## config.mk

```make
export PLATFORM = sky130hd
export DESIGN_NAME = fetch_sequencer
export DESIGN_NICKNAME = d
export VERILOG_FILES = /design/src/rtl/fetch_sequencer_pkg.sv /design/src/rtl/fetch_sequencer_instr_field_split.sv /design/src/rtl/fetch_sequencer.sv
export SDC_FILE = /design/constraint.sdc
export NUM_CORES = 1
export LEC_CHECK = 0
export BUFFER_PORTS_ARGS = -buffer_cell sky130_fd_sc_hd__buf_2
export CAP_MARGIN = 10
export CORE_MARGIN = 8
export CORE_UTILIZATION = 50
export CTS_BUF_LIST = sky130_fd_sc_hd__clkbuf_2 sky130_fd_sc_hd__clkbuf_4 sky130_fd_sc_hd__clkbuf_8
export DETAILED_ROUTE_END_ITERATION = 8
export HOLD_SLACK_MARGIN = 0.08
export PLACE_DENSITY = 0.82
export SLEW_MARGIN = 20
export SYNTH_ARGS = -nofsm -noshare
export SYNTH_HDL_FRONTEND = slang
export SYNTH_SLANG_ARGS = --single-unit
```

## constraint.sdc

```tcl
create_clock -name clk -period 4.25 [get_ports clk]
set_input_delay 0.2125 -clock clk [delete_from_list [all_inputs] [get_ports clk]]
set_output_delay 0.2125 -clock clk [all_outputs]
set_load 0.02 [all_outputs]
```

## src/rtl/fetch_sequencer_pkg.sv

```systemverilog
// Shared definitions for the fetch sequencer: FSM states, control opcodes
// and the bit layout of a 16-bit instruction word.
package fetch_sequencer_pkg;

    localparam int ADDR_W  = 3;
    localparam int INSTR_W = 16;

    localparam int OPC_LSB = 12;
    localparam int OPC_W   = 4;
    localparam int RD_LSB  = 9;
    localparam int RD_W    = 3;
    localparam int RS_LSB  = 6;
    localparam int RS_W    = 3;
    localparam int IMM_LSB = 0;
    localparam int IMM_W   = 6;

    localparam logic [OPC_W-1:0] OP_HALT = 4'hF;
    localparam logic [OPC_W-1:0] OP_JMP  = 4'hE;

    typedef enum logic [2:0] {
        IDLE,
        FETCH,
        WAIT,
        DECODE,
        ISSUE,
        HALTED
    } state_t;

endpackage

```

## src/rtl/fetch_sequencer_instr_field_split.sv

```systemverilog
// Purely combinational split of an instruction word into opcode/rd/rs/imm.
module instr_field_split
    import fetch_sequencer_pkg::*;
(
    input  logic [INSTR_W-1:0] instr,
    output logic [OPC_W-1:0]   opcode,
    output logic [RD_W-1:0]    rd,
    output logic [RS_W-1:0]    rs,
    output logic [IMM_W-1:0]   imm
);

    assign opcode = instr[OPC_LSB +: OPC_W];
    assign rd     = instr[RD_LSB  +: RD_W];
    assign rs     = instr[RS_LSB  +: RS_W];
    assign imm    = instr[IMM_LSB +: IMM_W];

endmodule

```

## src/rtl/fetch_sequencer.sv

```systemverilog
// Instruction fetch/decode/issue sequencer: reads program memory at pc,
// resolves HALT and JMP locally and hands other instructions to execute.
module fetch_sequencer
    import fetch_sequencer_pkg::*;
#(
    parameter int n = 16,
    parameter int m = 8
) (
    input  logic              clk,
    input  logic              clear_n,
    input  logic              start,
    input  logic              mem_ready,
    input  logic [n-1:0]      mem_data,
    output logic [ADDR_W-1:0] mem_addr,
    output logic              mem_status_ok,
    output logic              instr_valid,
    input  logic              instr_ready,
    output logic [OPC_W-1:0]  opcode,
    output logic [RD_W-1:0]   rd,
    output logic [RS_W-1:0]   rs,
    output logic [IMM_W-1:0]  imm,
    output logic [ADDR_W-1:0] pc,
    output logic              halted
);

    state_t              state_q, state_d;
    logic [ADDR_W-1:0]   pc_q, pc_d;
    logic [ADDR_W-1:0]   addr_q;
    logic [n-1:0]        instr_q, instr_d;
    logic [ADDR_W-1:0]   pc_inc;

    instr_field_split u_split (
        .instr  (instr_q[INSTR_W-1:0]),
        .opcode (opcode),
        .rd     (rd),
        .rs     (rs),
        .imm    (imm)
    );

    // Wraps at the last program word, so depth 8 gives 7 + 1 = 0.
    assign pc_inc = (pc_q == ADDR_W'(m - 1)) ? '0 : pc_q + ADDR_W'(1);

    always_ff @(posedge clk or negedge clear_n) begin
        if (!clear_n) begin
            state_q <= IDLE;
            pc_q    <= '0;
            addr_q  <= '0;
            instr_q <= '0;
        end else begin
            state_q <= state_d;
            pc_q    <= pc_d;
            addr_q  <= pc_d;
            instr_q <= instr_d;
        end
    end

    always_comb begin
        state_d = state_q;
        pc_d    = pc_q;
        instr_d = instr_q;
        unique case (state_q)
            IDLE, HALTED: begin
                if (start) begin
                    pc_d    = '0;
                    state_d = FETCH;
                end
            end
            FETCH: begin
                state_d = WAIT;
            end
            WAIT: begin
                if (mem_ready) begin
                    instr_d = mem_data;
                    state_d = DECODE;
                end
            end
            DECODE: begin
                if (opcode == OP_HALT) begin
                    state_d = HALTED;
                end else if (opcode == OP_JMP) begin
                    // Jump target comes from the low immediate bits; never issued.
                    pc_d    = imm[ADDR_W-1:0];
                    state_d = FETCH;
                end else begin
                    state_d = ISSUE;
                end
            end
            ISSUE: begin
                if (instr_ready) begin
                    pc_d    = pc_inc;
                    state_d = FETCH;
                end
            end
            default: begin
                state_d = IDLE;
            end
        endcase
    end

    assign mem_addr      = addr_q;
    assign pc            = pc_q;
    assign instr_valid   = (state_q == ISSUE);
    assign halted        = (state_q == HALTED);
    assign mem_status_ok = (state_q == FETCH) || (state_q == WAIT) ||
                           (state_q == DECODE) || (state_q == ISSUE);

endmodule

```

==> impl_results.md, run 1 <==
* Final Wtd Congestion at 0.8388
* Post-DP HPWL at 1.978 mm
* ANT cells at 0
* Peak VDD IR at 0.4761 mV
* Fin crit period at 1.688 ns
* Run status: finished, final reports clean
* Max_slew headroom at 0.6353
* Chip Width at 64.79 µm
* Cts repair resizes at 0
* Syn nets at 118
* Critical path launch point type: flip-flop
* Die height at 64.79 µm
* Crit path largest cell delay at 0.70 ns
* Nets at 159
* Slew Viols, Final at 0
* Tcrit/Tclk final at 0.3972
* Setup Crit Path Kind: flip-flop to output pin
* Vias per cell at 5.264
* Pwr dens at 791.0 mW/mm²
* Switching share of power at 0.4297
* Post-Route Setup TNS at 0 ns
* Crit path cell chain: nor2_1 > and2_1 > buf_2
* Pint at 0.6299 mW
* Die footprint at 0.004197 mm²
* Pre-antenna DRT Iters at 4
* Combinational Power Share at 0.501
* Area growth, synth to finish at 17.35%
* CP Capture Type: output pin
* Initial core utilization at 0.5328
* Crit path buf inv count at 1
* IO Pins at 46
* Pin count of the biggest net entering global routing at 23
* CTS tree: done
* Clock Skew at 0.003880 ns
* Number of flops mapped to enable cells by yosys at 0
* Synth async-reset ratio at 1.000
* Top post-synthesis cells by area: dfrtp_1 46%, mux2_4 13%, mux2_2 5.7%, buf_6 3.8%, a221o_1 2.5%
* Synth area leader: dfrtp_1
* Core box area at 0.002233 mm²
* Synth warn at 0
* Vias in the first global route at 945
* Worst skew pair latency at 0.29 ns
* Slowest cell on the critical path: dfrtp_1
* Clk sinks at 22
* Mapped Cells at 95
* First-pass GRT wire length at 4.353 mm
* Reg-to-Reg End: instr_q[9]
* I/O Buffers at 45
* Clock transition at path regs at 0.12 ns
* GR Util All Layers at 0.1253
* Root buffer cell: clkbuf_4
* Initial antenna violation count at 0
* Clk buf depth at 2
* Setup crit start: state_q[0]
* Ys flop type: dfrtp_1
* Max Cap Violations at 0
* Via count at 858
* Worst Path Arrival at 1.48 ns
* Actual slew at the worst max-slew pin at 0.5471 ns
* Switch Pwr at 0.4746 mW
* Mean post-synth cell area at 12.53 µm²
* Crit Reg-Reg Startpoint: state_q[0]
* Clock power frac at 0.099
* Drt wl/cell at 15.55 µm
* FF-to-FF setup slack at 2.60 ns
* Sequential share of power at 0.399
* Setup crit end: instr_valid
* Antenna viol nets, final at 0
* Share of the synthesized area in the top cell type at 0.4627
* Synth unique cells at 32
* Final count of hold timing violations at 0
* Final wirelength at 2.534 mm
* DRT iter0 DRCs at 29
* Post-synthesis sequential area ratio at 0.4627
* GRT Residual Overflow at 0
* Top delay family on crit path: flip-flops
* CP Max Fanout at 18
* Final setup vio count at 0
* Lkg Pwr at 0.6888 nW
* Levels on crit path at 3
* Hold WC Path Type: input pin to flip-flop
* Mapped Area at 0.001190 mm²
* Setup ws final at 2.562 ns
* Synthesized flop and latch total at 22
* RSZ-0062 raised after global routing: no
* Rows at 17
* TritonCTS Buffers at 3
* Req. time, crit path at 4.04 ns
* FF-to-FF path depth at 3
* Pre-CTS setup slack at 2.600 ns
* DRC Markers at 0
* H-tree levels at 1
* Fin util at 0.6252
* Highest Clock Rate at 0.5923 GHz
* Share of cells above drive strength 1 at 0.5037
==> worst min-delay path by stage <==
stage                start         end  slack (ns)  depth (start not counted)
2_1_floorplan      clear_n  instr_q[0]       -0.08                          0
3_3_place_gp       clear_n  state_q[1]        0.19                          1
3_5_place_dp       clear_n  state_q[1]        0.20                          1
4_1_cts        mem_data[4]  instr_q[4]        0.13                          2
5_1_grt        mem_data[0]  instr_q[0]        0.12                          2
6_report       mem_data[4]  instr_q[4]        0.14                          2
==> power groups by stage <==
| stage | clock network, mW | registers, mW | logic, mW |
|---|---|---|---|
| after detailed placement | 0 | 0.441 | 0.563 |
| after global placement | 0 | 0.431 | 0.548 |
| after CTS | 0.114 | 0.439 | 0.563 |
| final | 0.110 | 0.441 | 0.554 |
| after floorplan | 0 | 0.493 | 0.390 |
| after global routing | 0.123 | 0.463 | 0.595 |
==> placed cells by master (no fill, tap or decap), drive strengths merged <==
cell | netlist | final
dfrtp | 22 | 22
a221o | 3 | 3
a21oi | 2 | 2
nand3 | 2 | 2
xnor2 | 2 | 2
nand3b | 2 | 2
a31oi | 1 | 1
clkbuf | 0 | 4
and4b | 1 | 1
mux2i | 3 | 3
nor4b | 2 | 2
dlygate4sd3 | 0 | 1
nor3 | 2 | 2
or2 | 1 | 1
a22oi | 1 | 1
and3 | 1 | 1
o22ai | 1 | 1
ha | 2 | 2
inv | 1 | 1
nand4b | 2 | 2
and2 | 1 | 1
o21ai | 3 | 3
nand2b | 2 | 2
nor3b | 1 | 1
mux2 | 16 | 16
nor2 | 6 | 6
nand4 | 1 | 1
nand2 | 4 | 4
buf | 10 | 45
==> flip-flops by register name, summed over array words and instances, names as in the netlist <==
name	cells
mem_addr	3
state_q	3
instr_q	16
==> per-stage QoR <==
stage | cells | total power [mW] | area [µm²] | hold WS (ns)
CTS | 163 | 1.116 | 1396 | 0.1293
floorplan | 95 | 0.8826 | 1190 | -0.08309
detailed placement | 158 | 1.003 | 1350 | 0.1987
global placement | 158 | 0.9785 | 1350 | 0.1944
global route | 163 | 1.181 | 1396 | 0.1220
finish | 163 | 1.105 | 1396 | 0.1387
==> area by class of cell <==
class,count,area [µm²]
fillers,206,837.1
flip-flops and latches,22,550.5
multi-input cells,62,535.5
repair buffers,46,235.2
clock buffers,4,36.28
well taps,28,35.03
inverters,1,3.754
==> repair_timing <==
action / CTS / global route
setup buffers: 0 / 0
hold buffers: 1 / 0
hold endpoints to repair: 22 / 0
setup endpoints to repair: 0 / 0
==> metal layers <==
layer,GRT usage,wire (µm),up-vias
met1,0.1547,1129,408
met4,0.01635,6,0
met3,0.05326,211,2
li1,-,-,417
met5,0,0,-
met2,0.2037,1187,31
==> cells in the mapped netlist (3+ instances only) <==
cell type,count
dfrtp_1,22
mux2_4,10
mux2_2,6
nor2_1,5
buf_4,4
buf_6,4
nand2_1,4
a221o_1,3
mux2i_1,3
o21ai_0,3
==> kinds of logic after synthesis <==
| family | Yosys count | share of synthesized area |
|---|---|---|
| adders and majority gates | 2 | 0.02103 |
| xor gates and xnor gates | 2 | 0.01472 |
| DFF | 22 | 0.4627 |
| buffers and inverters | 11 | 0.08727 |
| AOI/OAI and AO/OA | 11 | 0.06310 |
| muxes | 19 | 0.2082 |
| and+or+nand+nor | 28 | 0.1430 |
Power figures use the tool's default switching activity.
==> run 2, diff against run 1 <==
CORE_UTILIZATION = 45   (was 50)
PLACE_DENSITY = 0.77   (was 0.82)
clock period = 1.55 ns   (was 4.25 ns; I/O delays follow)
==> impl_results.md, run 2 (same netlist as run 1, synthesis figures left out) <==
* Run status: finished, final reports clean
* FF-to-FF setup slack at 0.08 ns
* CP Capture Type: flip-flop
* RSZ-0062 raised after global routing: no
* Clock power frac at 0.097
* Lkg Pwr at 0.7836 nW
* GR Util All Layers at 0.1200
* Vias per cell at 4.968
* Highest Clock Rate at 0.6813 GHz
* Post-DP HPWL at 1.913 mm
* Max_slew headroom at 0.6760
* Clk sinks at 22
* FF-to-FF path depth at 2
* ANT cells at 0
* Die footprint at 0.004545 mm²
* Final setup vio count at 0
* Register name with the most flops: instr_q
* Fin crit period at 1.468 ns
* DRC Markers at 0
* Root buffer cell: clkbuf_4
* Req. time, crit path at 1.75 ns
* Switch Pwr at 1.337 mW
* Peak VDD IR at 1.343 mV
* DP Area at 0.001396 mm²
* Pin count of the biggest net entering global routing at 23
* Final count of hold timing violations at 0
* Share of cells above drive strength 1 at 0.4872
* CTS tree: done
* Hold path cells at 3
* Max Cap Violations at 0
* Clk buf depth at 2
* Fillcell total at 192
* TritonCTS Buffers at 3
* Clock transition at path regs at 0.12 ns
* Reg-to-Reg End: instr_q[9]
* Max FFs per register at 16
* GRT Residual Overflow at 0
* DRT iter0 DRCs at 27
* H-tree levels at 1
* Switching share of power at 0.4172
* Met2 wire length at 1.254 mm
* Hold WC Path Type: input pin to flip-flop
* Top layer reached by signal wires: met4
* Multi-input gate area at 543.0 µm²
* Pre-antenna DRT Iters at 4
* First-pass GRT wire length at 4.326 mm
* Routed length on met3 at 262 µm
* Antenna viol nets, final at 0
* I/O Buffers at 45
* Worst skew pair latency at 0.30 ns
* Area growth, synth to finish at 35.96%
* Final Wtd Congestion at 0.8376
* Sequential share of power at 0.338
* CP Max Fanout at 16
* Hold path endpoint: state_q[0]
* Pwr dens at 1982 mW/mm²
* Tcrit/Tclk final at 0.9469
* Core box area at 0.002500 mm²
* Register area at 551.8 µm²
* Post-Route Setup TNS at 0 ns
* Die height at 67.42 µm
* Nets at 180
* Critical path launch point type: flip-flop
* Commonest cells after routing, fill and taps aside: 45 x buf_2, 21 x dfrtp_1, 17 x dlygate4sd3_1
* Chip Width at 67.42 µm
* Commonest non-fill, non-tap cell in the layout: buf_2
* Design Area, Final at 0.001618 mm²
* Met1 Wirelength at 1.191 mm
* Vias in the first global route at 931
* Crit Reg-Reg Startpoint: state_q[1]
* IO Pins at 46
* Initial core utilization at 0.4760
* Fin util at 0.6471
* Final wirelength at 2.715 mm
* Combinational Power Share at 0.565
* Min-delay src: start
* Slew Viols, Final at 0
* Drt wl/cell at 14.60 µm
* Setup Crit Path Kind: flip-flop to flip-flop
* Actual slew at the worst max-slew pin at 0.4859 ns
* Pint at 1.868 mW
* Initial antenna violation count at 0
* Worst Path Arrival at 1.66 ns
* Rows at 18
* Via count at 924
* Clock Skew at 0.002054 ns
-- run 2: worst max-delay path by stage --
| stage | startpoint | endpoint | slack (ns) | cells past startpoint |
|---|---|---|---|---|
| 6_report | state_q[1] | instr_q[9] | 0.08 | 2 |
| 5_1_grt | mem_addr[0] | mem_addr[0] | 0.02 | 6 |
| 4_1_cts | mem_addr[0] | mem_addr[0] | 0.03 | 6 |
| 3_5_place_dp | mem_addr[0] | mem_addr[0] | 0.06 | 6 |
| 3_3_place_gp | mem_addr[0] | mem_addr[0] | 0.09 | 6 |
| 2_1_floorplan | mem_addr[0] | mem_addr[0] | 0.03 | 6 |
-- run 2: worst max-delay path, stage by stage (launching register included) --
cell,delay [ns]
dfrtp_1,0.55
and3_4,0.44
mux2_2,0.38
-- run 2: power groups by stage --
stage	logic [mW]	registers [mW]	clock network [mW]
global placement	1.73	1.08	0
CTS	1.80	1.08	0.326
floorplan	1.07	1.35	0
finish	1.81	1.08	0.311
global route	1.95	1.13	0.344
detailed placement	1.76	1.09	0
-- run 2: area by class of cell --
| type | count | share of cell area |
|---|---|---|
| Sequential cell | 22 | 0.3411 |
| Inverter | 1 | 0.002320 |
| Tap cell | 30 | 0.02320 |
| Timing Repair Buffer | 67 | 0.2753 |
| Clock buffer | 4 | 0.02243 |
| Multi-Input combinational cell | 62 | 0.3357 |
-- run 2: per-layer routing --
layer  vias up  GRT usage
met5         -          0
met4         0    0.01567
met3         2    0.05464
met2        33     0.1959
met1       426     0.1462
li1        463          -
-- run 2: through the flow --
| step | hold WS [ns] | instances | total power [mW] | setup slack [ns] |
|---|---|---|---|---|
| global placement | 0.06737 | 164 | 2.812 | 0.08738 |
| floorplan | -0.2181 | 95 | 2.423 | 0.03050 |
| global route | 0.1366 | 186 | 3.422 | 0.01901 |
| CTS | 0.1280 | 185 | 3.207 | 0.02764 |
| finish | 0.1374 | 186 | 3.206 | 0.08227 |
| detailed placement | 0.07652 | 164 | 2.856 | 0.05703 |
-- run 2: what timing repair did --
item	in CTS	in global routing
setup buffers	0	1
hold buffers	17	0
setup endpoints to repair	0	3
hold endpoints to repair	38	0
resized for setup	0	2
